==> config.mk <==
export PLATFORM = sky130hd
export DESIGN_NAME = proc_sequencer_flat
export DESIGN_NICKNAME = d
export VERILOG_FILES = /design/src/rtl/proc_sequencer_if.sv /design/src/rtl/proc_sequencer.sv /design/src/flat_wrapper.sv
export SDC_FILE = /design/constraint.sdc
export NUM_CORES = 1
export LEC_CHECK = 0
export ABC_AREA = 1
export BUFFER_PORTS_ARGS = -buffer_cell sky130_fd_sc_hd__buf_2
export CAP_MARGIN = 20
export CORE_UTILIZATION = 47
export CTS_CLUSTER_DIAMETER = 50
export CTS_CLUSTER_SIZE = 20
export DETAILED_ROUTE_END_ITERATION = 6
export GPL_TIMING_DRIVEN = 0
export PLACE_DENSITY = 0.79
export SKIP_CTS_REPAIR_TIMING = 1
export SYNTH_ARGS = -nofsm -noshare
export SYNTH_HDL_FRONTEND = slang
export SYNTH_SLANG_ARGS = --single-unit
==> constraint.sdc <==
create_clock -name CLK -period 1.2 [get_ports CLK]
set_input_delay 0.3 -clock CLK [delete_from_list [all_inputs] [get_ports CLK]]
set_output_delay 0.3 -clock CLK [all_outputs]
set_load 0.01 [all_outputs]
==> src/rtl/proc_sequencer_if.sv <==
// proc_sequencer_if: host/memory-control bundle for proc_sequencer
// Ports: start_i (host start), done_o/busy_o/host_grant_o (status), rd_en_o/rd_addr_o (A/B/OP reads),
// wr_en_o/wr_addr_o (result writes), base_addr_i/len_i (run range, only with SEQ_RANGE_EN).
// Modports: master = host side, slave = sequencer side.
interface proc_sequencer_if #(parameter int ADDR_WIDTH = 10);
  logic start_i, done_o, busy_o, host_grant_o, rd_en_o, wr_en_o;
  logic [ADDR_WIDTH-1:0] rd_addr_o, wr_addr_o;
`ifdef SEQ_RANGE_EN
  logic [ADDR_WIDTH-1:0] base_addr_i;
  logic [ADDR_WIDTH:0] len_i;
  modport master(output start_i, base_addr_i, len_i, input done_o, busy_o, host_grant_o, rd_en_o, rd_addr_o, wr_en_o, wr_addr_o);
  modport slave(input start_i, base_addr_i, len_i, output done_o, busy_o, host_grant_o, rd_en_o, rd_addr_o, wr_en_o, wr_addr_o);
`else
  modport master(output start_i, input done_o, busy_o, host_grant_o, rd_en_o, rd_addr_o, wr_en_o, wr_addr_o);
  modport slave(input start_i, output done_o, busy_o, host_grant_o, rd_en_o, rd_addr_o, wr_en_o, wr_addr_o);
`endif
endinterface

==> src/rtl/proc_sequencer.sv <==
// proc_sequencer: walks operand/opcode memories and issues result writes L=RD_LAT+ALU_LAT cycles later
// Ports: CLK, RST (sync, active-high), bus (proc_sequencer_if.slave).
// Optional macro SEQ_RANGE_EN: run covers len_i elements from base_addr_i; otherwise the full memory.
module proc_sequencer #(
  parameter int ADDR_WIDTH = 10,
  parameter int RD_LAT = 1,
  parameter int ALU_LAT = 1
) (
  input logic CLK,
  input logic RST,
  proc_sequencer_if.slave bus
);
  localparam int L = RD_LAT + ALU_LAT;
  localparam logic [ADDR_WIDTH:0] DEPTH = (ADDR_WIDTH+1)'(1) << ADDR_WIDTH;
  typedef enum logic [1:0] {IDLE, RUN, DRAIN, DONE} state_t;
  state_t state, state_nx;
  logic [ADDR_WIDTH-1:0] base, base_in, rd_addr;
  logic [ADDR_WIDTH:0] len, len_in, cnt;
  logic [L-1:0] vld;
  logic [ADDR_WIDTH-1:0] addr_p [L];
  logic rd_en;
`ifdef SEQ_RANGE_EN
  assign base_in = bus.base_addr_i;
  assign len_in = bus.len_i > DEPTH ? DEPTH : bus.len_i;
`else
  assign base_in = '0;
  assign len_in = DEPTH;
`endif
  assign rd_en = state == RUN;
  assign rd_addr = base + cnt[ADDR_WIDTH-1:0];
  always_comb begin
    state_nx = state;
    state_nx = state == IDLE  ? (bus.start_i ? (len_in == '0 ? DONE : RUN) : IDLE)
             : state == RUN   ? (cnt == len - 1'b1 ? DRAIN : RUN)
             : state == DRAIN ? ((vld << 1) == '0 ? DONE : DRAIN)
             : (bus.start_i ? DONE : IDLE);
  end
  always_ff @(posedge CLK) begin
    if (RST) begin
      state <= IDLE;
      cnt <= '0;
      base <= '0;
      len <= '0;
      vld <= '0;
    end else begin
      state <= state_nx;
      vld <= (vld << 1) | L'(rd_en);
      if (state == IDLE && bus.start_i) begin
        base <= base_in;
        len <= len_in;
        cnt <= '0;
      end else if (rd_en) cnt <= cnt + 1'b1;
    end
  end
  // Address pipeline needs no reset: its outputs are qualified by vld.
  always_ff @(posedge CLK) begin
    addr_p[0] <= rd_addr;
    for (int i = 1; i < L; i++) addr_p[i] <= addr_p[i-1];
  end
  assign bus.busy_o = state == RUN || state == DRAIN;
  assign bus.host_grant_o = !(state == RUN || state == DRAIN);
  assign bus.done_o = state == DONE;
  assign bus.rd_en_o = rd_en;
  assign bus.rd_addr_o = rd_en ? rd_addr : '0;
  assign bus.wr_en_o = vld[L-1];
  assign bus.wr_addr_o = vld[L-1] ? addr_p[L-1] : '0;
endmodule
==> src/flat_wrapper.sv <==
// flat-port wrapper written by rule: the top's interface ports become plain ports
module proc_sequencer_flat 
#(
  parameter int ADDR_WIDTH = 10,
  parameter int RD_LAT = 1,
  parameter int ALU_LAT = 1
)
  (CLK, RST, bus_start_i, bus_done_o, bus_busy_o, bus_host_grant_o, bus_rd_en_o, bus_rd_addr_o, bus_wr_en_o, bus_wr_addr_o);
  proc_sequencer_if #(.ADDR_WIDTH(ADDR_WIDTH)) bus_i ();
  input logic CLK;
  input logic RST;
  input wire logic [$bits(bus_i.start_i)-1:0] bus_start_i;
  output wire logic [$bits(bus_i.done_o)-1:0] bus_done_o;
  output wire logic [$bits(bus_i.busy_o)-1:0] bus_busy_o;
  output wire logic [$bits(bus_i.host_grant_o)-1:0] bus_host_grant_o;
  output wire logic [$bits(bus_i.rd_en_o)-1:0] bus_rd_en_o;
  output wire logic [$bits(bus_i.rd_addr_o)-1:0] bus_rd_addr_o;
  output wire logic [$bits(bus_i.wr_en_o)-1:0] bus_wr_en_o;
  output wire logic [$bits(bus_i.wr_addr_o)-1:0] bus_wr_addr_o;
  assign bus_i.start_i = bus_start_i;
  assign bus_done_o = bus_i.done_o;
  assign bus_busy_o = bus_i.busy_o;
  assign bus_host_grant_o = bus_i.host_grant_o;
  assign bus_rd_en_o = bus_i.rd_en_o;
  assign bus_rd_addr_o = bus_i.rd_addr_o;
  assign bus_wr_en_o = bus_i.wr_en_o;
  assign bus_wr_addr_o = bus_i.wr_addr_o;
  proc_sequencer #(.ADDR_WIDTH(ADDR_WIDTH), .RD_LAT(RD_LAT), .ALU_LAT(ALU_LAT)) u_core (.CLK(CLK), .RST(RST), .bus(bus_i));
endmodule
== Yosys cells after proc, flatten, opt, wreduce, memory -nomap -nowiden ==
Memories as Yosys holds them, arrays and structs flattened.
Cells that the tools add are included.

* $add $sub $neg: 2
* Equal/unequal tests: 4
* Mux-type cells: 9
* Bitwise gates (word level): 1
* Reduce and logical (&&, ||, !) cells: 6

{| class="wikitable"
|+ Operators by type and width
! operator !! count
|-
| $mux 10 || 2
|-
| $add 11x1->11 const B || 1
|-
| $eq 11x11->1 || 1
|-
| $sub 11x1->11 const B || 1
|-
| $mux 2 || 5
|-
| $eq 2x2->1 const B || 2
|-
| $logic_not 2->1 || 2
|-
| $eq 2x1->1 const B || 1
|-
| $mux 1 || 2
|-
| $or 2x1->2 || 1
|-
| $reduce_or 2->1 || 1
|-
| $logic_and 1x1->1 || 1
|-
| $logic_not 1->1 || 1
|-
| $logic_or 1x1->1 || 1
|}

* Flip-flop bits (word level): 16
* Bits in writable memories: 20
* Output and inout port bits: 25
* Word-level logic and storage cells: 27
* Memories: 1

{| class="wikitable"
|+ Memory list
! memory !! depth !! width !! rd ports !! clocked after memory_dff !! write ports !! RTL line !! RTL
|-
| u_core.addr_p || 2 || 10 || 2 || 0 || 2 || proc_sequencer.sv:20 || <nowiki>logic [ADDR_WIDTH-1:0] addr_p [L];</nowiki>
|}

== Longest topological paths before layout ==
Gate-level depths: netlist of the first run.

* Depth in word-level cells: 5
* Gate-level depth with buffers: 10

== Least setup slack after synthesis of the first run ==
OpenSTA, ideal clock, no wires.

* Path kind: register to register
* Start: register u_core.state[1]
* End: register u_core.cnt[10]
* Arrival time: 1.243 ns
* Path slack: -0.152 ns
* Cell stages (with the launch flop): 11
* Path buffers: 1
* Period minus slack after synthesis: 1.352 ns
* Cells stage by stage: dfxtp_1 > inv_1 > ha_1 > buf_4 > nand2_1 > nor2_4 > nand2_2 > nor2_2 > nand3_1 > nand2_1 > nor2_1

* Elaborated cells on any way between the ends: 4

{| class="wikitable"
|+ RTL lines
! element !! RTL line !! RTL
|-
| start, declared || proc_sequencer.sv:16 || <nowiki>state_t state, state_nx;</nowiki>
|-
| start signal, assigned || proc_sequencer.sv:46 || <nowiki>state <= state_nx;</nowiki>
|-
| $eq 2x1->1 || proc_sequencer.sv:29 || <nowiki>assign rd_en = state == RUN;</nowiki>
|-
| named net bus_rd_en_o || flat_wrapper.sv:16 || <nowiki>output wire logic [$bits(bus_i.rd_en_o)-1:0] bus_rd_en_o;</nowiki>
|-
| end signal, assigned || proc_sequencer.sv:52 || <nowiki>end else if (rd_en) cnt <= cnt + 1'b1;</nowiki>
|-
| end, declared || proc_sequencer.sv:18 || <nowiki>logic [ADDR_WIDTH:0] len, len_in, cnt;</nowiki>
|}

The timed path passes the listed nets, and every way through them passes these cells.
A chain may end at the register's enable or synchronous reset.

== Worst setup path after layout of the first run ==
* Start: register u_core.state[1]
* End: output port bus_rd_addr_o[5]

* Word-level cells in the longest chain between the ends: 2

{| class="wikitable"
|+ Ends and longest elaborated chain
! element !! RTL line !! RTL
|-
| $eq 2x1->1 || proc_sequencer.sv:29 ||
|-
| $mux 10 || proc_sequencer.sv:64 || <nowiki>assign bus.rd_addr_o = rd_en ? rd_addr : '0;</nowiki>
|-
| end, declared || flat_wrapper.sv:17 || <nowiki>output wire logic [$bits(bus_i.rd_addr_o)-1:0] bus_rd_addr_o;</nowiki>
|}

No other way between the ends.

==> results of run 1 <==
final cells by class:
type	instances	area, sq um
sequential	36	739
fill	184	723
multi-input combinational	98	659
timing repair buffer	43	344
inverter	35	139
clock buffer	6	41.3
tap	31	38.8
buffer	3	37.5
clock inverter	2	35.0
synth_stat cells:
library cell   n  area share [%]
ha_1           5             4.6
a21oi_1        5             1.8
xor2_1         2             1.3
nand2_2        3             1.4
buf_4          1            0.55
and3_1         1            0.46
or2_2          1            0.46
o21ai_0        4             1.5
o21bai_2       1            0.83
nor3_1         1            0.37
dfxtp_1       36              53
a31oi_1        1            0.46
nor2_4         2             1.7
clkbuf_1       1            0.28
nor3b_1        1            0.55
inv_1         35             9.7
nor2_1        20             5.5
nor2_2         3             1.4
nand3_1        6             2.2
buf_2          1            0.37
nand2_1       42              12
worst min path at each step:
| stage | startpoint | endpoint | slack [ps] | cells after the start |
|---|---|---|---|---|
| after global placement | u_core.addr_p[0][7] | u_core.addr_p[0][17] | 310 | 0 |
| after floorplan | u_core.addr_p[0][0] | u_core.addr_p[0][10] | 310 | 0 |
| after CTS | RST | u_core.vld[1] | 200 | 2 |
| final | RST | u_core.vld[1] | 220 | 2 |
| after detailed placement | u_core.addr_p[0][1] | u_core.addr_p[0][11] | 310 | 0 |
| after global routing | RST | u_core.vld[1] | 210 | 2 |
metal layers:
metal  wire [um]  up-vias
met4          46        0
met3          87        6
li1            -      605
met5           0        -
met2        1650       23
met1        1210      544
cell families after synthesis:
group / Yosys count
fa+ha+maj: 5
flops: 36
xor+xnor: 2
compound gates: 11
buf+inv: 38
simple gates: 80
power groups by stage:
stage               clock network (mW)  registers, mW  logic (mW)
floorplan                            0           1.28       0.191
global placement                     0           1.29       0.248
CTS                              0.842           1.26       0.253
finish                           0.832           1.27       0.525
global route                     0.917           1.28       0.564
detailed placement                   0           1.29       0.251
sequential cells by signal, indices dropped and copies added (netlist names):
name,flops
u_core.state,2
u_core.addr_p,20
u_core.cnt,11
u_core.len,1
u_core.vld,2
worst max-delay path, cell delays in order, from the launching register on:
cell	delay (ps)
dfxtp_4	390
inv_4	40
ha_4	160
buf_6	130
buf_4	140
nand2_4	70
inv_2	40
buf_6	110
==> results.tsv, run 1 <==
stage	metric	value	unit
flow_run	max cap viols	0	
yosys	Synth Area in Adders	4.60	%
placed_design	routability cong.	0.795	
worst_setup_path	Critical R2R Capture	u_core.cnt[9]	
timing	Fin Setup TNS	-9300	ps
placed_design	dpl ws	-137	ps
routing	First-pass DRT Iterations	4	
yosys	Seq/Total Area, Yosys	53.0	%
routing	post-route ant nets	0	
routing	DRC violations left	0	
pwr	Comb pwr share	20.0	%
placed_design	IO buf count	27	
clocking	Root Buffer	clkbuf_4	
yosys	largest family of logic cells by synthesized area	simple AND/OR/NAND/NOR gates	
die	DIE HEIGHT	55.8	um
grt	met1 usage	15.7	%
pwr	VDD IR max	0.00121	V
grt	first-pass GRT wire length	3480	um
clocking	CTS buffer count	5	
grt	met3 Usage GRT	6.28	%
timing	max-slew violations	0	
grt	gr usage total	14.5	%
pwr	Seq pwr share	48.3	%
grt	antenna violations before repair	0	
worst_setup_path	CP Launch Type	register	
timing	clk_skew	4.71	ps
clocking	TritonCTS clock tree	built	
pwr	clock share of power	31.7	%
final_layout	# nets final	230	
yosys	Post-Synth XOR/XNOR Area	1.29	%
grt	largest net degree at the start of global routing	12	
pwr	switch share	26.1	%
yosys	distinct cell type count of the synthesized netlist	21	
die	Core Area	0.00276	sq mm
worst_setup_path	Setup crit end	bus_rd_addr_o[5]	
yosys	synth warn	0	
final_layout	antenna cells	0	
routing	WL/cell	11.8	um
die	num ports	28	
yosys	simple-gate area share of the yosys netlist	25.6	%
min_path	Hold Path Class	in2reg	
die	DIE WIDTH	55.8	um
timing	Period minus WS final	1720	ps
timing	Hold Vio Cnt, Final	0	
clocking	H-tree lvl count	2	
yosys	Synth Area in Compound Gates	4.60	%
pwr	Pleak	1.05	nW
grt	busiest grt layer	met2	
grt	GR met2 Demand/Resource	23.9	%
worst_setup_path	Critical Path Start	u_core.state[1]	
yosys	multiplexer share of the synthesized area	0	%
yosys	Mapped Cells	172	
final_layout	Final Core Density	73.8	%
die	num rows	19	
yosys	Synth Cell Area	0.00136	sq mm
grt	number of global-route vias before repair	880	
clocking	Clk Latency, worst-skew pair	340	ps
final_layout	most frequent cells in the layout	dfxtp_1 (29), inv_1 (24), nand2_2 (22)	
timing	Max Fclk	0.582	GHz
worst_setup_path	reg2reg path depth	11	
final_layout	commonest non-fill, non-tap cell in the layout	dfxtp_1	
die	starting density of the core	49.3	%
final_layout	Final Cell Area	0.00203	sq mm
routing	1st-iter DRT viols	15	
placed_design	dpl cell area	0.00156	sq mm
timing	final setup fails	36	
worst_setup_path	CP Class	reg2out	
timing	Slew HR	79.9	%
pwr	P_sw	685	uW
yosys	Syn Area/Cell	7.90	sq um
worst_setup_path	critical path arrival	1420	ps
routing	final wirelength	2990	um
clocking	CTS Sinks	36	
yosys	Syn Nets	180	
worst_setup_path	Critical Path Fanout Max	5	
final_layout	layout cell share with drive strength beyond 1	52.0	%
timing	WHS	222	ps
worst_setup_path	R2R setup slack	-200	ps
routing	DR vias	1178	
status	outcome	finished with violations	
status	failing checks	setup timing	
placed_design	DP Wirelength	1600	um
yosys	Seq cells post-synth	36	
pwr	Int Power	1.94	mW
timing	final setup margin	-517	ps
final_layout	Area growth, synth to finish	49.7	%
timing	Final period util	143	%
worst_setup_path	CP required	900	ps
pwr	total power	2.63	mW
grt	remaining global-route overflow	0	
clocking	Max clock buf depth	2	
pwr	Power per Cell Area	1290	mW/mm^2
clocking	clock transition at the registers of the reported paths	110	ps
die	Die ar.	0.00311	sq mm
final_layout	Finished Layout Cells	254	
worst_setup_path	RR Startpoint	u_core.state[1]	
worst_setup_path	Worst Setup End Kind	primary output	
timing	worst-margin pin slew	301	ps
placed_design	DP Cell Count	230	
routing	vias per cell	4.64	
timing	RSZ-0062 raised after global routing	yes	
Power figures use the tool's default switching activity.
==> run 2: changes to the inputs <==
--- a/config.mk
+++ b/config.mk
@@ -5,7 +5,6 @@
 export SDC_FILE = /design/constraint.sdc
 export NUM_CORES = 1
 export LEC_CHECK = 0
-export ABC_AREA = 1
 export BUFFER_PORTS_ARGS = -buffer_cell sky130_fd_sc_hd__buf_2
 export CAP_MARGIN = 20
 export CORE_UTILIZATION = 47
==> results.tsv, run 2 <==
stage	metric	value	unit	change
timing	max-slew violations	0		unchanged
clocking	H-tree lvl count	2		unchanged
worst_setup_path	Worst Setup End Kind	primary output		
timing	RSZ-0062 raised after global routing	yes		
yosys	ys async rst share	0	%	unchanged
placed_design	dpl cell area	0.00157	sq mm	+0.64%
routing	Met3 Wirelength	249	um	+190%
worst_setup_path	critical path arrival	1460	ps	+40 ps
worst_setup_path	crit path cell chain	inv_4 > ha_4 > buf_8 > clkbuf_16 > and2_4 > buf_6		
yosys	Seq cells post-synth	36		unchanged
routing	highest routed metal layer	met4		
die	starting density of the core	51.4	%	+2.1 points
die	DIE HEIGHT	55.0	um	-1.4%
final_layout	commonest non-fill, non-tap cell in the layout	dfxtp_1		
final_layout	Final Core Density	78.8	%	+5.1 points
timing	worst-margin pin slew	413	ps	+112 ps
grt	largest net degree at the start of global routing	13		+1
min_path	worst hold start	RST		
worst_setup_path	RR Startpoint	u_core.state[1]		
timing	Fin Setup TNS	-10740	ps	-1440 ps
min_path	Hold Path Class	in2reg		
final_layout	Area growth, synth to finish	53.4	%	
worst_setup_path	CP Launch Type	register		
min_path	hold depth	2		unchanged
yosys	count leader, synth	dfxtp_1		
routing	DRC violations left	0		unchanged
clocking	clock transition at the registers of the reported paths	120	ps	about the same
clocking	CTS Sinks	36		unchanged
worst_setup_path	CP required	900	ps	about the same
timing	Max Fclk	0.568	GHz	-2.5%
timing	Final period util	147	%	+3.7 points
worst_setup_path	Critical R2R Capture	u_core.cnt[7]		
routing	post-route ant nets	0		unchanged
die	Core Area	0.00257	sq mm	-6.9%
timing	Hold Vio Cnt, Final	0		unchanged
yosys	Synth Cell Area	0.00132	sq mm	-2.9%
yosys	Seq/Total Area, Yosys	54.6	%	+1.6 points
worst_setup_path	Critical Path Fanout Max	6		+1
clocking	Max clock buf depth	2		unchanged
timing	WHS	197	ps	-25.5 ps
die	Die ar.	0.00302	sq mm	-2.8%
timing	clk_skew	5.78	ps	+1.07 ps
grt	gr usage total	17.6	%	+3.1 points
final_layout	fillers	137		-26%
final_layout	Largest regs	u_core.addr_p x20, u_core.cnt x11		
final_layout	layout cell share with drive strength beyond 1	57.0	%	+5.0 points
placed_design	DP Wirelength	1710	um	+6.8%
yosys	area leader, netlist	dfxtp_1		
min_path	Worst Hold End	u_core.len[10]		
final_layout	register bank with the most flops	u_core.addr_p		
final_layout	antenna cells	0		unchanged
yosys	post-synth top area share	54.6	%	+1.6 points
final_layout	Multi-input gate area	709	sq um	+7.6%
routing	routed length on met2	1970	um	+19%
pwr	total power	2.62	mW	-0.25%
yosys	Syn Nets	133		-26%
grt	number of global-route vias before repair	859		-2.4%
yosys	Post-synth EDFFs	0		unchanged
placed_design	IO buf count	27		unchanged
final_layout	Final Cell Area	0.00202	sq mm	-0.49%
timing	Period minus WS final	1760	ps	+44.4 ps
clocking	Clk Latency, worst-skew pair	350	ps	about the same
clocking	CTS buffer count	5		unchanged
status	outcome	finished with violations		
routing	First-pass DRT Iterations	4		unchanged
timing	final setup margin	-562	ps	-44.4 ps
worst_setup_path	reg2reg path depth	6		-5
grt	first-pass GRT wire length	3710	um	+6.6%
yosys	distinct cell type count of the synthesized netlist	34		+62%
die	num ports	28		unchanged
timing	Slew HR	72.4	%	-7.5 points
status	failing checks	setup timing		
worst_setup_path	CP Class	reg2out		
placed_design	dpl ws	-270	ps	-132 ps
routing	final wirelength	3600	um	+20%
routing	M1 WL	1350	um	+12%
routing	DR vias	1138		-3.4%
grt	antenna violations before repair	0		unchanged
pwr	Power per Cell Area	1290	mW/mm^2	+0.24%
placed_design	routability cong.	0.804		+1.1%
timing	final setup fails	37		+2.8%
die	num rows	18		-1
yosys	Synth Flop Type	dfxtp_1		
worst_setup_path	R2R setup slack	-330	ps	-130 ps
yosys	Post-synth top cells	dfxtp_1 (36), and2_1 (20), a21oi_1 (8)		
grt	remaining global-route overflow	0		unchanged
yosys	Mapped Cells	125		-27%
routing	WL/cell	17.8	um	+51%
final_layout	register area	738	sq um	-0.17%
final_layout	most frequent cells in the layout	dfxtp_1 (28), buf_6 (27), and2_4 (19)		
yosys	Syn Area/Cell	10.6	sq um	+34%
clocking	TritonCTS clock tree	built		
pwr	Pleak	0.812	nW	-23%
flow_run	max cap viols	0		unchanged
routing	1st-iter DRT viols	42		+27
yosys	synth warn	0		unchanged
die	DIE WIDTH	55.0	um	-1.4%
clocking	Root Buffer	clkbuf_4		
routing	vias per cell	5.63		+21%
final_layout	Finished Layout Cells	202		-20%
final_layout	max reg flops	20		unchanged
worst_setup_path	Largest stage delay, worst path	390	ps	about the same
placed_design	DP Cell Count	182		-21%
final_layout	# nets final	179		-22%
yosys	top post-synthesis cells by area	dfxtp_1 (55%), and2_1 (9.5%), ha_1 (4.7%), a21oi_1 (3.0%), o31ai_1 (2.3%)		
worst_setup_path	CP max stage cell	dfxtp_4		
pwr	VDD IR max	0.00117	V	-3.8%
[run 2: cell count changes in the layout (fill, tap and decap cells not counted), sizes merged, moves of 3 or more]
cell / delta
and2: +21
nand4: +3
o31ai: +4
nand3: -3
o21ai: -3
buf: -4
nand2: -39
nor2: -19
inv: -31
or4: +4
a21oi: +3
[run 2: worst max path at each step]
stage / start / depth (start not counted) / slack [ps] / endpoint
floorplan: u_core.state[1] / 5 / -120 / bus_rd_addr_o[1]
global placement: u_core.state[1] / 6 / -250 / bus_rd_addr_o[3]
detailed placement: u_core.state[1] / 6 / -270 / bus_rd_addr_o[6]
CTS: u_core.state[1] / 6 / -650 / bus_rd_addr_o[6]
global route: u_core.state[1] / 6 / -600 / bus_rd_addr_o[5]
finish: u_core.state[1] / 6 / -560 / bus_rd_addr_o[1]
[run 2: metal layers]
| metal | up-vias | GRT usage, % |
|---|---|---|
| li1 | 527 | - |
| met1 | 550 | 20.0 |
| met2 | 56 | 30.5 |
| met3 | 5 | 6.83 |
| met4 | 0 | 5.00 |
| met5 | - | 0 |
[run 2: critical path: cells and delay by family (launching register included)]
family / cells / cell delay (ps)
buffers and inverters: 4 / 430
AND/OR/NAND/NOR: 1 / 130
flip-flops: 1 / 390
adder cells (fa/ha/maj): 1 / 160
[run 2: cells by family (layout without fill, tap and decap cells)]
family                     Yosys count  after routing  synth area share [%]
adders and majority gates            5              5                  4.74
AOI/OAI and AO/OA                   20             20                  9.76
buffers and inverters                8             55                  3.41
and+or+nand+nor                     51             51                  24.1
xor gates and xnor gates             4              4                  2.65
muxes                                1              1                 0.758
DFF                                 36             36                  54.6
[run 2: power breakdown]
| part | internal [mW] | leakage (nW) | total, mW | switching [mW] |
|---|---|---|---|---|
| Combinational | 0.250 | 0.475 | 0.456 | 0.206 |
| Clock | 0.434 | 0.0412 | 0.890 | 0.456 |
| Sequential | 1.23 | 0.296 | 1.27 | 0.0389 |
| Total | 1.92 | 0.812 | 2.62 | 0.701 |
[run 2: cell type report]
| type | instances | area share [%] |
|---|---|---|
| flip-flops and latches | 36 | 36.5 |
| multi-input cells | 81 | 35.0 |
| repair buffers | 40 | 19.8 |
| clock inverters | 3 | 2.10 |
| plain buffers | 3 | 2.04 |
| clock buffers | 5 | 1.85 |
| well taps | 30 | 1.85 |
| inverters | 4 | 0.865 |
